## config.mk

```make
export PLATFORM = sky130hd
export DESIGN_NAME = cdb_arbiter_flat
export DESIGN_NICKNAME = d
export VERILOG_FILES = /design/src/rtl/cdb_arbiter_if.sv /design/src/rtl/cdb_arbiter.sv /design/src/flat_wrapper.sv
export SDC_FILE = /design/constraint.sdc
export NUM_CORES = 1
export LEC_CHECK = 0
export ABC_AREA = 0
export CAP_MARGIN = 10
export CORE_UTILIZATION = 39
export DETAILED_ROUTE_END_ITERATION = 6
export PLACE_DENSITY = 0.75
export SYNTH_ARGS = -nofsm -noshare
export SYNTH_HDL_FRONTEND = slang
export SYNTH_SLANG_ARGS = --single-unit
```

## constraint.sdc

```tcl
create_clock -name clk -period 4.1 [get_ports clk]
set_input_delay 0.615 -clock clk [delete_from_list [all_inputs] [get_ports clk]]
set_output_delay 0.615 -clock clk [all_outputs]
set_load 0.03 [all_outputs]
```

## src/rtl/cdb_arbiter_if.sv

```systemverilog
// Shared CDB payload type and the bundle between the functional units and
// the CDB arbiter.
//   fu_done   : FU i holds a valid result (FU -> arbiter)
//   fu_data   : result payload per FU     (FU -> arbiter)
//   cdb_ack   : grant to FU i, same cycle (arbiter -> FU)
//   cdb_valid : lane k broadcast valid    (arbiter -> RS/ROB/RF)
//   cdb_data  : lane k payload            (arbiter -> RS/ROB/RF)
// Modport master is the arbiter side; slave is the FU/consumer side.

package cdb_arbiter_pkg;
    typedef struct packed {
        logic [5:0]  rob_tag;
        logic [31:0] value;
        logic        exc;
    } fu_cdb_data_t;
endpackage

interface cdb_arbiter_if
    import cdb_arbiter_pkg::*;
#(
    parameter int unsigned NUM_FUS = 4,
    parameter int unsigned NUM_CDB = 2
);
    logic         [NUM_FUS-1:0] fu_done;
    fu_cdb_data_t [NUM_FUS-1:0] fu_data;
    logic         [NUM_FUS-1:0] cdb_ack;
    logic         [NUM_CDB-1:0] cdb_valid;
    fu_cdb_data_t [NUM_CDB-1:0] cdb_data;

    modport master (
        input  fu_done, fu_data,
        output cdb_ack, cdb_valid, cdb_data
    );

    modport slave (
        output fu_done, fu_data,
        input  cdb_ack, cdb_valid, cdb_data
    );
endinterface

```

## src/rtl/cdb_arbiter.sv

```systemverilog
// Common data bus arbiter. Grants up to NUM_CDB completing FUs per cycle in
// round-robin order starting at ptr, acks them combinationally, and
// broadcasts the granted payloads on the following clock edge.
// Ports:
//   clk               : clock
//   rst               : asynchronous active-high reset
//   branch_mispredict : flush; suppresses all grants this cycle
//   bus               : cdb_arbiter_if.master (fu_done/fu_data in,
//                       cdb_ack/cdb_valid/cdb_data out)

module cdb_arbiter
    import cdb_arbiter_pkg::*;
#(
    parameter int unsigned NUM_FUS = 4,
    parameter int unsigned NUM_CDB = 2
) (
    input  logic          clk,
    input  logic          rst,
    input  logic          branch_mispredict,
    cdb_arbiter_if.master bus
);
    localparam int unsigned FU_W   = (NUM_FUS > 1) ? $clog2(NUM_FUS) : 1;
    localparam int unsigned LANE_W = (NUM_CDB > 1) ? $clog2(NUM_CDB) : 1;

    logic [FU_W-1:0]                ptr;
    logic [FU_W-1:0]                ptr_nxt;
    logic [NUM_FUS-1:0]             ack;
    logic [NUM_CDB-1:0]             lane_vld;
    logic [NUM_CDB-1:0][FU_W-1:0]   lane_sel;
    logic [NUM_CDB-1:0]             valid_q;
    fu_cdb_data_t                   data_q [NUM_CDB];

    // Round-robin scan from ptr; the j-th requester found is steered to lane j.
    always_comb begin
        logic [FU_W-1:0]   idx;
        logic [LANE_W-1:0] lane;
        int unsigned       n_grant;
        int unsigned       pos;

        ack      = '0;
        lane_vld = '0;
        lane_sel = '0;
        ptr_nxt  = ptr;
        idx      = '0;
        lane     = '0;
        n_grant  = 0;
        pos      = 0;

        if (!rst && !branch_mispredict) begin
            for (int unsigned j = 0; j < NUM_FUS; j++) begin
                pos = 32'(ptr) + j;
                if (pos >= NUM_FUS) begin
                    pos = pos - NUM_FUS;
                end
                idx = FU_W'(pos);
                if (bus.fu_done[idx] && (n_grant < NUM_CDB)) begin
                    ack[idx]       = 1'b1;
                    lane_vld[lane] = 1'b1;
                    lane_sel[lane] = idx;
                    ptr_nxt        = (pos == NUM_FUS - 1) ? '0 : FU_W'(pos + 1);
                    lane           = lane + 1'b1;
                    n_grant        = n_grant + 1;
                end
            end
        end
    end

    assign bus.cdb_ack   = ack;
    assign bus.cdb_valid = valid_q;

    // With no grants (idle or flush) ptr_nxt == ptr, so the pointer holds.
    always_ff @(posedge clk or posedge rst) begin
        if (rst) begin
            ptr     <= '0;
            valid_q <= '0;
        end else begin
            ptr     <= ptr_nxt;
            valid_q <= lane_vld;
        end
    end

    // Payload registers only load on a grant; idle lanes keep stale data.
    for (genvar k = 0; k < NUM_CDB; k++) begin : g_lane
        always_ff @(posedge clk or posedge rst) begin
            if (rst) begin
                data_q[k] <= '0;
            end else if (lane_vld[k]) begin
                data_q[k] <= bus.fu_data[lane_sel[k]];
            end
        end
        assign bus.cdb_data[k] = data_q[k];
    end
endmodule

```

## src/flat_wrapper.sv

```systemverilog
// flat-port wrapper written by rule: the top's interface ports become plain ports
module cdb_arbiter_flat import cdb_arbiter_pkg::*;
#(
    parameter int unsigned NUM_FUS = 4,
    parameter int unsigned NUM_CDB = 2
)
  (clk, rst, branch_mispredict, bus_fu_done, bus_fu_data, bus_cdb_ack, bus_cdb_valid, bus_cdb_data);
  cdb_arbiter_if #(.NUM_FUS(NUM_FUS), .NUM_CDB(NUM_CDB)) bus_i ();
  input  logic clk;
  input  logic rst;
  input  logic branch_mispredict;
  input wire logic [$bits(bus_i.fu_done)-1:0] bus_fu_done;
  input wire logic [$bits(bus_i.fu_data)-1:0] bus_fu_data;
  output wire logic [$bits(bus_i.cdb_ack)-1:0] bus_cdb_ack;
  output wire logic [$bits(bus_i.cdb_valid)-1:0] bus_cdb_valid;
  output wire logic [$bits(bus_i.cdb_data)-1:0] bus_cdb_data;
  assign bus_i.fu_done = bus_fu_done;
  assign bus_i.fu_data = bus_fu_data;
  assign bus_cdb_ack = bus_i.cdb_ack;
  assign bus_cdb_valid = bus_i.cdb_valid;
  assign bus_cdb_data = bus_i.cdb_data;
  cdb_arbiter #(.NUM_FUS(NUM_FUS), .NUM_CDB(NUM_CDB)) u_core (.clk(clk), .rst(rst), .branch_mispredict(branch_mispredict), .bus(bus_i));
endmodule
```

# Yosys cells after proc, flatten, opt, wreduce, memory -nomap -nowiden
# Index checks and enable logic that the tools add are counted.
# classes
add_sub_neg,15
n_lt_le_gt_ge,23
n_eq_ne,4
n_mux,85
bitwise,6
reduce_logical,15
# ops
op,count
two-way mux 32 bit,13
binary-select mux 39 bit (select 2 bit),2
== test 32 x 2 -> 1 bit (second input constant),4
>= comparator 32 x 3 -> 1 bit (second input constant),3
less-than comparator 32 x 2 -> 1 bit (second input constant),3
subtractor 32 x 3 -> 32 bit (second input constant),3
two-way mux 39 bit,2
adder 32 x 1 -> 32 bit (second input constant),2
two-way mux 4 bit,14
two-way mux 2 bit,19
less-than comparator 2 x 3 -> 1 bit (second input constant),6
two-way mux 1 bit,18
bitwise mux 4 bit,3
OR 4 bit,3
logical AND 1 bit,11
adder 2 x 1 -> 2 bit (second input constant),4
binary-select mux 1 bit (select 2 bit),4
demux 1 bit (select 2 bit),4
>= comparator 2 x 1 -> 1 bit (second input constant),4
adder 2 x 2 -> 3 bit (second input constant),2
demux 2 bit (select 1 bit),3
less-than comparator 1 x 2 -> 1 bit (second input constant),3
OR 2 bit,2
nonzero test 4 bit,1
other kinds (9),15
# totals
reg_bits,82
in_bits,163
out_inout_bits,84
wordCells,156

# Longest topological paths before layout
# Gate-level depths: netlist of run 1.
# logic_depth
depth_word,24
mapped_depth,19
ltp_nobuf,12

# Worst setup path before layout of run 1
# Ideal clock, no wire load.
# synth_timing
path_kind,reg-to-reg
start,reg u_core.ptr[0]
end,reg u_core.data_q (netlist bit u_core.bus.cdb_data[21])
setup_ps,142
arrival_ps,4000
t_required_ps,3958
path_slack_ps,-42
stages_incl_launch_ff,18
n_path_buf,7
synth_period_minus_slack_ps,4142
cell_sequence,dfrtp_1 -> buf_6 -> buf_2 -> inv_1 -> ha_1 -> clkbuf_1 -> mux4_2 -> clkbuf_1 -> ha_1 -> or3_1 -> a2111oi_2 -> a2bb2oi_2 -> nand2b_1 -> clkbuf_1 -> buf_4 -> buf_6 -> mux2i_1 -> o221ai_1
# synth_via
elab_chain_cells,24
elab_cells_between_ends,92
cone_classes,add/sub: 11; order compare: 13; mux: 59; bitwise: 3; reduce/logical: 6
# synth_rtl
element,line,text
from (decl),cdb_arbiter.sv:25,logic [FU_W-1:0] ptr;
from (signal assigned),cdb_arbiter.sv:77,ptr <= ptr_nxt;
"parallel branches: the longest is 24 deep, another holds less-than comparator 32 x 2 -> 1 bit",--,
"to (signal, indexed assignment)",cdb_arbiter.sv:88,data_q[k] <= bus.fu_data[lane_sel[k]];
to (decl),cdb_arbiter.sv:31,fu_cdb_data_t data_q [NUM_CDB];
# Several ways; the timed one is not identified. The select of a mux whose other input is x is not followed.
# A chain may end at the register's enable or synchronous reset.

# Worst setup path after layout of run 1
# layout_timing
start,in bus_fu_done[2]
end,out bus_cdb_ack[2]
# layout_via
elab_chain_cells,16
elab_cells_between_ends,33
cone_classes,add/sub: 2; order compare: 3; mux: 22; bitwise: 3; reduce/logical: 3
# layout_rtl
element,line,text
from (decl),flat_wrapper.sv:12,input wire logic [$bits(bus_i.fu_done)-1:0] bus_fu_done;
binary-select mux 1 bit (select 2 bit),cdb_arbiter.sv:56,if (bus.fu_done[idx] && (n_grant < NUM_CDB)) begin
two-way mux 1 bit (implied by the code),cdb_arbiter.sv:56,
two-way mux 1 bit,cdb_arbiter.sv:56,
two-way mux 32 bit,cdb_arbiter.sv:49,if (!rst && !branch_mispredict) begin
less-than comparator 32 x 2 -> 1 bit,cdb_arbiter.sv:56,
logical AND 1 bit,cdb_arbiter.sv:56,
two-way mux 32 bit,cdb_arbiter.sv:56,
two-way mux 32 bit,cdb_arbiter.sv:49,
less-than comparator 32 x 2 -> 1 bit,cdb_arbiter.sv:56,
logical AND 1 bit,cdb_arbiter.sv:56,
two-way mux 32 bit,cdb_arbiter.sv:56,
two-way mux 32 bit,cdb_arbiter.sv:49,
less-than comparator 32 x 2 -> 1 bit,cdb_arbiter.sv:56,
logical AND 1 bit,cdb_arbiter.sv:56,
two-way mux 4 bit (*),cdb_arbiter.sv:56,
two-way mux 4 bit (*),cdb_arbiter.sv:49,
to (decl),flat_wrapper.sv:14,output wire logic [$bits(bus_i.cdb_ack)-1:0] bus_cdb_ack;
# Every way passes the cells marked *; elsewhere a longest branch is shown, timed or not. The select of a mux whose other input is x is not followed.

==> results of run 1 <==
worst min-delay path, stage by stage, from the launching register on:
cell,delay [ns]
dfrtp_1,0.34
nand2_1,0.06
o221ai_1,0.06
flip-flops by register name (all words and copies together) (netlist names):
signal                cells
u_core.bus.cdb_data      78
u_core.bus.cdb_valid      2
u_core.ptr                2
path summary, 6_finish.rpt:
kind,end,cells past startpoint
setup / recovery,bus_cdb_ack[2],10
hold / removal,u_core.bus.cdb_data[36],2
setup reg to reg,u_core.bus.cdb_data[9],13
hold reg to reg,u_core.bus.cdb_data[36],2
max in group asynchronous,u_core.bus.cdb_data[48],3
min in group asynchronous,u_core.bus.cdb_data[73],2
cells in the mapped netlist (2+ instances only):
cell type / n / area share
o21ai_0: 5 / 0.0043
or2_1: 2 / 0.0022
buf_4: 5 / 0.0065
ha_1: 11 / 0.024
nand2_1: 90 / 0.059
mux4_2: 2 / 0.0078
o221ai_1: 78 / 0.12
nor2_1: 12 / 0.0078
buf_6: 4 / 0.0078
o41ai_1: 3 / 0.0046
mux2i_1: 161 / 0.28
nor4_1: 2 / 0.0022
xnor2_1: 2 / 0.0030
nor3_1: 3 / 0.0026
o31ai_1: 3 / 0.0039
inv_1: 11 / 0.0072
a222oi_1: 3 / 0.0052
mux2_1: 3 / 0.0059
buf_1: 3 / 0.0020
mux2_2: 5 / 0.0098
buf_2: 13 / 0.011
clkbuf_1: 25 / 0.016
a31oi_1: 3 / 0.0033
a21oi_1: 12 / 0.010
nand2b_1: 2 / 0.0022
dfrtp_1: 82 / 0.36
cells in the final DEF (no fill, tap or decap), drive strengths merged, types with 2 or more instances in the layout:
master         count
and2               2
dfrtp             82
ha                11
o221ai            78
inv               11
nor2              13
o41ai              3
clkdlybuf4s50    243
clkbuf            13
or3                2
xnor2              2
a31oi              3
mux2i            161
a222oi             3
mux2               8
o21ai              7
o31ai              3
a21oi             12
nand2b             2
nand2             90
dlymetal6s2s       2
mux4               2
buf               42
nor3               4
or2                3
clkinv             2
nor4               2
where the power goes:
group	internal, uW	total, uW	switching [uW]
Clock	462	795	334
Combinational	2800	6210	3410
Sequential	1200	1430	233
area by class of cell:
type / count / area (um^2) / area share
Clock inverter: 3 / 21.27 / 0.002365
Multi-Input combinational cell: 426 / 3466 / 0.3854
Tap cell: 184 / 230.2 / 0.02560
Sequential cell: 82 / 2052 / 0.2282
Timing Repair Buffer: 287 / 2910 / 0.3236
Inverter: 11 / 42.54 / 0.004731
Clock buffer: 13 / 270.3 / 0.03005
through the flow:
stage | total power (uW) | instances
3_3_place_gp | 7495 | 990
2_1_floorplan | 5285 | 570
5_1_grt | 8909 | 1006
4_1_cts | 8444 | 1006
6_report | 8436 | 1006
3_5_place_dp | 7614 | 990
cell families after synthesis:
group / after synthesis
AND/OR/NAND/NOR: 122
AO/OA/AOI/OAI: 119
buffers and inverters: 62
XOR/XNOR: 2
flip-flops: 82
multiplexers: 171
adder cells (fa/ha/maj): 12
layer usage:
| layer | vias to the layer above | global-route usage | share of wire | wire length (um) |
|---|---|---|---|---|
| met5 | - | 0 | 0 | 0 |
| met4 | 0 | 0.1182 | 0.026 | 570 |
| met3 | 38 | 0.08425 | 0.083 | 1820 |
| met2 | 299 | 0.5028 | 0.50 | 11100 |
| met1 | 2983 | 0.3459 | 0.39 | 8566 |
| li1 | 2685 | - | - | - |
timing repair:
| action | 4_1_cts | 5_1_grt |
|---|---|---|
| gates resized for setup | 0 | 2 |
| setup endpoints to repair | 0 | 2 |
| hold endpoints to repair | 0 | 0 |
==> run_results.csv, run 1 <==
group,metric,value,unit
outcome,outcome,"finished clean",
clock_network,cts_post_setup_buffers_inserted,0,
final_layout,fill_cells,1226,
floorplanning,ioPinCount,247,
final_layout,fin_area,8992,um^2
sta,tns,0,ns
sta,fin_crit_sh,0.9679,
global_routing,grt_pass1_vias,6556,
sta,setup_viol,0,
critical_path,crit_fanout,7,
final_layout,layout-area-overhead-vs-synth,55.83,%
hold_path,hold_path_class,"reg -> reg",
floorplanning,dieArea,15290,um^2
sta,fin_crit,3.968,ns
synth,synthesis.nets,744,
critical_path,cpPeakStageDelay,0.68,ns
clock_network,cts_max_path_buffers,2,
pwr,p_leak,0.004374,uW
clock_network,cts_hold_buffers,0,
global_routing,gr-total-overflow,0,
clock_network,ctsHtreeMaxLevel,3,
global_routing,grt_use_total,0.2944,
final_layout,postLayoutCoreUtil,0.6211,
clock_network,cts.sinks,82,
sta,slew_viol_final,0,
global_routing,grt_pass1_wl,34010,um
hold_path,hp-start,"u_core.bus.cdb_data[36]",
final_layout,antenna_cells,0,
pwr,vdd_drop_max,0.6566,mV
synth,synthMuxAreaShare,0.3027,
clock_network,cts_buffers,9,
synth,postSynthAreaPerCell,10.12,um^2
synth,yosysSeqAreaShare,0.3556,
clock_network,path_clk_slew,0.06,ns
sta,worst_slew_pin_slew,0.5317,ns
sta,hold_slack,0.4927,ns
sta,hold_viol_final,0,
synth,yosys.area_share.simple,0.09042,
synth,async_flop_share,1.000,
placement,numPortBuffers,246,
clock_network,cts_tree,"built",
sta,clock_skew,0.006291,ns
critical_path,critPathBufInv,4,
placement,dpl.hpwl,16090,um
critical_path,endpoint_kind,"output port",
global_routing,grt_max_degree,40,
placement,place_ws,0.09026,ns
sta,finalWorstSetupSlack,0.1317,ns
route,first_pass_iters,5,
route,vias,6005,
floorplanning,initial_utilization,0.3985,
route,routed_wl,22050,um
floorplanning,fp.dieW,123.6,um
floorplanning,core_area,14480,um^2
placement,routabilityCongestion,0.9036,
route,drt_iter0_drc,333,
synth,synth_compound_area_frac,0.1691,
floorplanning,rows,44,
sta,grt_setup_unrepaired,"false",
critical_path,start_kind,"input pin",
placement,placed_cell_area,8696,um^2
pwr,power.density,938.1,nW/um^2
sta,clock.fmax,252.0,MHz
synth,synth_top_family_by_area,"multiplexers",
synth,synth_adder_area_share,0.02559,
critical_path,cp_top_family,"buffers and inverters",
floorplanning,die_h,123.6,um
synth,synth-seq-cells,82,
synth,yosysUniqueCellTypes,51,
critical_path,path_cells,"clkdlybuf4s50_1 -> mux4_2 -> inv_1 -> ha_1 -> inv_1 -> and2_4 -> nor3_4 -> nand2_1 -> a21oi_1 -> clkdlybuf4s50_1",
critical_path,cp-startpoint,"bus_fu_done[2]",
sta,relSlewSlack,0.6354,
final_layout,drive_above_1_share,0.09732,
run,maxCapViolCount,0,
critical_path,critPathSlowestCell,"clkdlybuf4s50_1",
synth,synthCells,570,
route,drt.antenna.violating_nets,0,
critical_path,critPathRequiredTime,3.48,ns
critical_path,cp.arrival,3.35,ns
synth,synthesis.area,5771,um^2
clock_network,worst_skew_pair.late_latency,0.34,ns
route,wire_per_inst,21.92,um
critical_path,ff2ff_setup_slack,0.50,ns
critical_path,critical_path_class,"in -> out",
critical_path,rr_startpoint,"u_core.ptr[0]",
synth,synth-xor-area-share,0.003036,
synth,yosysWarnings,0,
final_layout,nNetsFinal,991,
clock_network,cts-root-buf,"clkbuf_16",
global_routing,antenna_found_initial,0,
route,vias_per_cell,5.969,
synth,synth_edf_count,0,
synth,synth_flop_cell,"dfrtp_1",
route,drc_errors,0,
Power figures use the tool's default switching activity.
==> inputs of run 2 (changes only) <==
GPL_ROUTABILITY_DRIVEN = 0   (was unset)
clock period = 3.36 ns   (was 4.1 ns; I/O delays follow)
==> run 2 against run 1 <==
  * Clock skew is 0.0022 ns lower
  * Sequential power grew 24%
  * Critical path depth grew 1
  * Critical path type is now reg -> out
  * Critical endpoint is now bus_cdb_ack[0]
  * Largest power group unchanged
  * Highest routed layer unchanged
==> run_results.csv, run 2 (synthesis gave the netlist of run 1 again) <==
group,metric,value,unit
outcome,outcome,"finished clean",
clock_network,cts_hold_buffers,0,
sta,tns,0,ns
clock_network,cts-root-buf,"clkbuf_16",
final_layout,fill_cells,1146,
pwr,p_leak,0.004566,uW
run,maxCapViolCount,0,
floorplanning,initial_utilization,0.3985,
critical_path,critPathSlowestCell,"dfrtp_2",
sta,finalWorstSetupSlack,0.03979,ns
critical_path,crit_top_cell,"buf_4",
sta,hold_slack,0.4920,ns
floorplanning,dieArea,15290,um^2
sta,clock.fmax,301.2,MHz
sta,fin_crit_sh,0.9882,
clock_network,cts.sinks,82,
final_layout,layout-area-overhead-vs-synth,63.36,%
sta,relSlewSlack,0.4011,
sta,fin_crit,3.320,ns
sta,worst_slew_pin_slew,0.8984,ns
hold_path,hold_path_class,"reg -> reg",
final_layout,nNetsFinal,1018,
global_routing,grt_pass1_vias,6363,
floorplanning,die_h,123.6,um
sta,hold_viol_final,0,
global_routing,gr-total-overflow,0,
route,routed_wl,22360,um
final_layout,final_common_cell,"clkdlybuf4s50_1",
route,vias,6180,
pwr,vdd_drop_max,0.6535,mV
clock_network,cts_tree,"built",
placement,dpl.hpwl,16110,um
placement,place_ws,-0.4431,ns
critical_path,critical_path_class,"reg -> out",
critical_path,endpoint_kind,"output port",
critical_path,cp.arrival,2.82,ns
final_layout,largest_register_ffs,78,
critical_path,start_kind,"register",
critical_path,path_cells,"buf_4 -> mux2i_4 -> a21oi_2 -> buf_4 -> ha_4 -> inv_1 -> and2_1 -> buf_12 -> a222oi_1 -> a21oi_2 -> buf_4",
clock_network,cts_buffers,9,
critical_path,worstRegToRegCells,14,
global_routing,grt_max_degree,47,
global_routing,antenna_found_initial,0,
global_routing,grt_pass1_wl,33550,um
critical_path,cpPeakStageDelay,0.48,ns
sta,slew_viol_final,0,
route,vias_per_cell,5.983,
clock_network,worst_skew_pair.late_latency,0.33,ns
route,drt_iter0_drc,604,
clock_network,cts_max_path_buffers,2,
floorplanning,ioPinCount,247,
global_routing,grt_use_total,0.2886,
critical_path,crit_fanout,6,
sta,setup_viol,0,
final_layout,antenna_cells,0,
pwr,p_total,11020,uW
final_layout,postLayoutCoreUtil,0.6511,
floorplanning,fp.dieW,123.6,um
placement,numPortBuffers,246,
pwr,power.density,1169,nW/um^2
sta,clock_skew,0.004071,ns
route,drt.antenna.violating_nets,0,
critical_path,critPathRequiredTime,2.86,ns
final_layout,drive_above_1_share,0.1461,
route,wire_per_inst,21.65,um
hold_path,min_path_cells,2,
floorplanning,core_area,14480,um^2
clock_network,ctsHtreeMaxLevel,3,
clock_network,path_clk_slew,0.07,ns
route,drc_errors,0,
route,first_pass_iters,6,
floorplanning,rows,44,
final_layout,final_cell_mix,"238 x clkdlybuf4s50_1, 160 x mux2i_1, 90 x nand2_1, 81 x dfrtp_1, 78 x o221ai_1",
run 2: final cells by class:
class | count | area (um^2) | area share
Multi-Input combinational cell | 426 | 3560 | 0.3776
Timing Repair Buffer | 314 | 3197 | 0.3391
Sequential cell | 82 | 2053 | 0.2178
Clock buffer | 13 | 270.3 | 0.02867
Tap cell | 184 | 230.2 | 0.02442
Clock inverter | 3 | 68.82 | 0.007300
Inverter | 11 | 47.55 | 0.005044
run 2: repair_timing:
action                                 CTS  global route
setup endpoints to repair               77            79
endpoints found under the hold margin    0             0
resized for setup                        3            15
pin swaps                                1             5
buffers inserted                         1             4
run 2: critical path: cells and delay by family (launching register included):
kind                     cells  cell delay, ns
multiplexers                 1            0.19
buffers and inverters        5            0.75
flip-flops                   1            0.48
adder cells (fa/ha/maj)      1            0.13
AO/OA/AOI/OAI                3            0.74
AND/OR/NAND/NOR              1            0.19
run 2: power breakdown:
part           internal (uW)  switching, uW  leakage (uW)
Sequential              1460            308       0.00102
Combinational           3790           4320       0.00338
Clock                    717            422      0.000166
Total                   5970           5050       0.00457
run 2: metal layers:
layer | GRT usage | share of wire | wire length, um | vias up
met1 | 0.3439 | 0.38 | 8575 | 3049
met4 | 0.1175 | 0.028 | 620 | 0
met2 | 0.4962 | 0.51 | 11320 | 327
met5 | 0 | 0 | 0 | -
met3 | 0.07005 | 0.083 | 1847 | 56
li1 | - | - | - | 2748
run 2: path summary, 6_finish.rpt:
check / start / slack [ns] / to
worst max-delay path: u_core.ptr[0] / 0.04 / bus_cdb_ack[0]
worst min-delay path: u_core.bus.cdb_data[63] / 0.49 / u_core.bus.cdb_data[63]
worst max register to register: u_core.ptr[0] / 0.11 / u_core.bus.cdb_data[44]
worst min register to register: u_core.bus.cdb_data[63] / 0.49 / u_core.bus.cdb_data[63]
max in group asynchronous: rst / 1.98 / u_core.bus.cdb_data[62]
min in group asynchronous: rst / 0.67 / u_core.ptr[0]
run 2: through the flow:
step / instance area (um^2) / std cells
2_1_floorplan: 5881 / 570
6_report: 9427 / 1033
3_3_place_gp: 8981 / 1012
4_1_cts: 9326 / 1029
5_1_grt: 9427 / 1033
3_5_place_dp: 8981 / 1012
==> patch 1: new RTL, settings of run 2 <==
`NUM_CDB` is set to 2 in 3 places; all go to 4.
--- a/src/rtl/cdb_arbiter_if.sv
+++ b/src/rtl/cdb_arbiter_if.sv
@@ -20,5 +20,5 @@
 #(
     parameter int unsigned NUM_FUS = 4,
-    parameter int unsigned NUM_CDB = 2
+    parameter int unsigned NUM_CDB = 4
 );
     logic         [NUM_FUS-1:0] fu_done;
--- a/src/rtl/cdb_arbiter.sv
+++ b/src/rtl/cdb_arbiter.sv
@@ -13,5 +13,5 @@
 #(
     parameter int unsigned NUM_FUS = 4,
-    parameter int unsigned NUM_CDB = 2
+    parameter int unsigned NUM_CDB = 4
 ) (
     input  logic          clk,
--- a/src/flat_wrapper.sv
+++ b/src/flat_wrapper.sv
@@ -3,5 +3,5 @@
 #(
     parameter int unsigned NUM_FUS = 4,
-    parameter int unsigned NUM_CDB = 2
+    parameter int unsigned NUM_CDB = 4
 )
   (clk, rst, branch_mispredict, bus_fu_done, bus_fu_data, bus_cdb_ack, bus_cdb_valid, bus_cdb_data);
Ports: changed (resized bus_cdb_data and bus_cdb_valid); port bits go from 247 to 327. No check against the original RTL was run, so the function may have changed too.
==> patch 1 against run 2 <==
The flow now finishes with violations (negative setup slack). First-iteration DRC count is 130% higher. Final area is 90% higher. Wire length up 120%. Worst setup slack worse by 0.18 ns. Count of clock-buffer cells in the layout is 6 higher. Via count increased by 100%. Synthesized area is 96% higher. Sequential cell count increased by 80. Total power grew 71%.
==> patch 1: results (changes against run 2) <==
- Sequential area share after synthesis: 35.9% (+0.32 points)
- Status: finished with violations
- Violated checks: negative setup slack
- PortBufs: 326 (+33%)
- Worst Skew: 0.0135 ns (+0.00945 ns)
- Switching Power: 8.93 mW (+77%)
- Critical Path AT: 3.84 ns (+1.02 ns)
- Filler cells: 2130 (+86%)
- Number of unique standard cell types used by synthesis: 60 (+18%)
- Final WS setup: -0.145 ns (-0.184 ns)
- Worst path slowest cell: mux4_2
- GR Util met2: 51.3% (+1.7 points)
- Nets: 1789 (+76%)
- Fraction of layout cells with a size suffix above 1: 24.6% (+10 points)
- Dpl hpwl: 32100 µm (+99%)
- Max incr delay on CP: 0.54 ns (+0.06 ns)
- Setup violations, final: 158 (+158)
- # clock sinks: 162 (+98%)
- Count of non-CTS inverters in the layout: 46 (+35)
- Metal3 WL: 4610 µm (+150%)
- Worst-skew pair later-pin latency: 0.43 ns (+0.10 ns)
- Signal buffers: 477 (+52%)
- Clock buffers: 19 (+6)
- Logic pwr share: 70.5% (-3.1 points)
- Register share of the cell area: 22.7% (+0.88 points)
[patch 1: path summary, 6_finish.rpt]
kind,startpoint,end,slack (ns),cells after the start
worst min register to register,u_core.bus.cdb_data[97]$_DFFE_PP0P_,u_core.bus.cdb_data[97]$_DFFE_PP0P_,0.49,2
worst min-delay path,u_core.bus.cdb_data[97]$_DFFE_PP0P_,u_core.bus.cdb_data[97]$_DFFE_PP0P_,0.49,2
worst max-delay path,u_core.ptr[0]$_DFFE_PP0P_,u_core.bus.cdb_data[39]$_DFFE_PP0P_,-0.14,15
max in group asynchronous,rst,u_core.bus.cdb_data[143]$_DFFE_PP0P_,1.93,3
min in group asynchronous,rst,u_core.ptr[1]$_DFFE_PP0P_,0.67,2
worst max register to register,u_core.ptr[0]$_DFFE_PP0P_,u_core.bus.cdb_data[39]$_DFFE_PP0P_,-0.14,15
[patch 1: per-stage QoR]
step / worst slack, ns / std cells / utilization (%) / cell area (µm²) / hold WS [ns]
final: -0.145 / 2003 / 63.5 / 17900 / 0.487
after global routing: -0.278 / 2003 / 63.5 / 17900 / 0.517
after CTS: -0.0686 / 1984 / 61.4 / 17300 / 0.491
after detailed placement: -0.438 / 1934 / 57.6 / 16200 / 0.473
after global placement: -0.346 / 1934 / 57.6 / 16200 / 0.469
after floorplan: -0.340 / 1241 / - / 12000 / 0.670
[patch 1: what timing repair did]
action / CTS / global route
cloned: 5 / 13
resized for setup: 63 / 62
setup buffers: 13 / 7
hold buffers: 0 / 0
setup endpoints to repair: 119 / 160
pin swaps: 34 / 26
[patch 1: kinds of logic after synthesis]
group                      Yosys count  synth area share [%]
AOI/OAI and AO/OA                  360                  26.8
adders and majority gates           14                  1.62
buffers and inverters              171                  7.05
DFF                                162                  35.9
muxes                              169                  15.5
and+or+nand+nor                    365                  13.2
==> patch 2: new RTL, flow settings as in run 2 <==
Without the edit above. Reset style: synchronous (`rst`), changed in 2 clocked blocks. Comments in the files are not updated.
--- a/src/rtl/cdb_arbiter.sv
+++ b/src/rtl/cdb_arbiter.sv
@@ -70,5 +70,5 @@
 
     // With no grants (idle or flush) ptr_nxt == ptr, so the pointer holds.
-    always_ff @(posedge clk or posedge rst) begin
+    always_ff @(posedge clk) begin
         if (rst) begin
             ptr     <= '0;
@@ -82,5 +82,5 @@
     // Payload registers only load on a grant; idle lanes keep stale data.
     for (genvar k = 0; k < NUM_CDB; k++) begin : g_lane
-        always_ff @(posedge clk or posedge rst) begin
+        always_ff @(posedge clk) begin
             if (rst) begin
                 data_q[k] <= '0;
Check against the original RTL: differs if rst is asserted again (counterexample within 4 cycles, from zero or initial values and one cycle with rst high); with rst held inactive, the same outputs for 4 cycles.
==> patch 2 against run 2 <==
Sequential cell count did not move. Worst setup slack improved by 0.0090 ns. Critical path type is now reg -> reg. Wire length fell by 8.7%. Non-clock buffer count fell by 8. Global-route usage fell by 3.6 points. Final area fell by 1.9%. Utilization rose by 1.2 points. Highest routed layer unchanged. Synthesized area fell by 3.0%.
Power is not compared: it rests on default switching activity, and its combinational part moved more than twofold at a synthesized area within 25%.
==> patch 2: results (changes against run 2) <==
- Dpl hpwl: 14100 µm (-13%)
- R2R setup slack: 0.05 ns (-0.06 ns)
- Hold Path Depth: 3 (+1)
- Worst setup path endpoint: u_core.data_q[0][23]$_SDFFCE_PN0P_
- Clock buf/inv share: 3.15% (-0.44 points)
- Largest net degree at the start of global routing: 41 (-13%)
- Sequential cell count: 82 (unchanged)
- XOR/XNOR share of the synthesized area: 0.156% (-0.15 points)
- Area Overhead vs Synth: 65.1%
- WL per Instance: 22.1 µm (+1.9%)
- GRT Total Usage: 25.3% (-3.6 points)
- Crit path max-delay family: multiplexers
- Adder and majority cell fraction of the synthesized area: 2.91% (+0.35 points)
- Max incr delay on CP: 0.43 ns (-0.05 ns)
- Non-clock buffers, area share: 35.0% (+1.1 points)
- Worst Skew: 0.00998 ns (+0.00591 ns)
- WHS: 0.677 ns (+0.185 ns)
- Hold path endpoint: u_core.ptr[1]$_SDFFE_PP0P_
- TritonRoute pass-1 iters: 5 (-1)
- Compound-gate portion of the synthesized area: 13.4% (-3.5 points)
- Share of flip-flops with an asynchronous set or reset: 0% (-100 points)
- Syn nets: 644 (-13%)
- Filler cells: 986 (-14%)
- First-pass GRT wire length: 28300 µm (-16%)
- Register share of the cell area: 26.2% (+4.5 points)
- Synth Flop Type: edfxtp_1
- Number of synthesized flops with an enable pin: 78 (+78)
- R2R Path End: u_core.data_q[0][23]$_SDFFCE_PN0P_
- Status: complete, no violations
- Signal buffers: 306 (-2.5%)
- DRT iter0 DRCs: 540 (-11%)
- Sequential area share after synthesis: 43.3% (+7.7 points)
- Synth top cells by count: mux2i_1, edfxtp_1, o22ai_1
- Area of placed instances: 8620 µm² (-4.0%)
## patch 2: cell types whose count changed after synthesis, sizes merged, moves of 4 or more
| cell | delta |
|---|---|
| nor2 | -5 |
| o221ai | -76 |
| mux2 | -4 |
| dfrtp | -82 |
| buf | +6 |
| dfxtp | +4 |
| edfxtp | +78 |
| nand2 | -76 |
| o22ai | +78 |
| clkbuf | -13 |
| inv | -6 |
## patch 2: through the flow
| stage | utilization, % | total power [mW] | std cells | setup TNS [ns] | setup WS, ns |
|---|---|---|---|---|---|
| floorplan | - | 3.81 | 468 | -7.71 | -0.144 |
| global placement | 61.9 | 4.99 | 898 | -25.33 | -0.257 |
| detailed placement | 61.9 | 5.08 | 898 | -43.19 | -0.358 |
| global route | 66.3 | 6.65 | 926 | -0.285 | -0.0338 |
| CTS | 64.2 | 6.10 | 915 | 0 | 0.000138 |
| finish | 66.3 | 6.40 | 926 | 0 | 0.0488 |
## patch 2: what timing repair did
action / in CTS / in global routing
setup buffers: 1 / 6
gates resized for setup: 5 / 43
setup endpoints to repair: 36 / 156
cloned: 0 / 5
hold endpoints to repair: 0 / 0
pin swaps: 1 / 4
## patch 2: power by group
group	internal, mW	switching [mW]
Combinational	1.85	2.02
Sequential	1.45	0.0865
Clock	0.598	0.394
## patch 2: worst register-to-register path, stage by stage, from the launching register on
cell,delay (ns)
dfxtp_4,0.43
inv_6,0.06
ha_4,0.27
mux4_2,0.36
ha_4,0.21
nor2b_2,0.12
a22o_1,0.20
mux2_4,0.34
o311ai_4,0.30
buf_12,0.19
buf_12,0.21
mux2i_1,0.25
o22ai_1,0.11
## patch 2: routing by layer
metal	vias up	track usage, %	routed length (µm)
met5	-	0	0
met4	0	11.8	675
met3	51	3.32	1520
met2	285	44.7	10300
met1	2598	30.2	7960
li1	2419	-	-
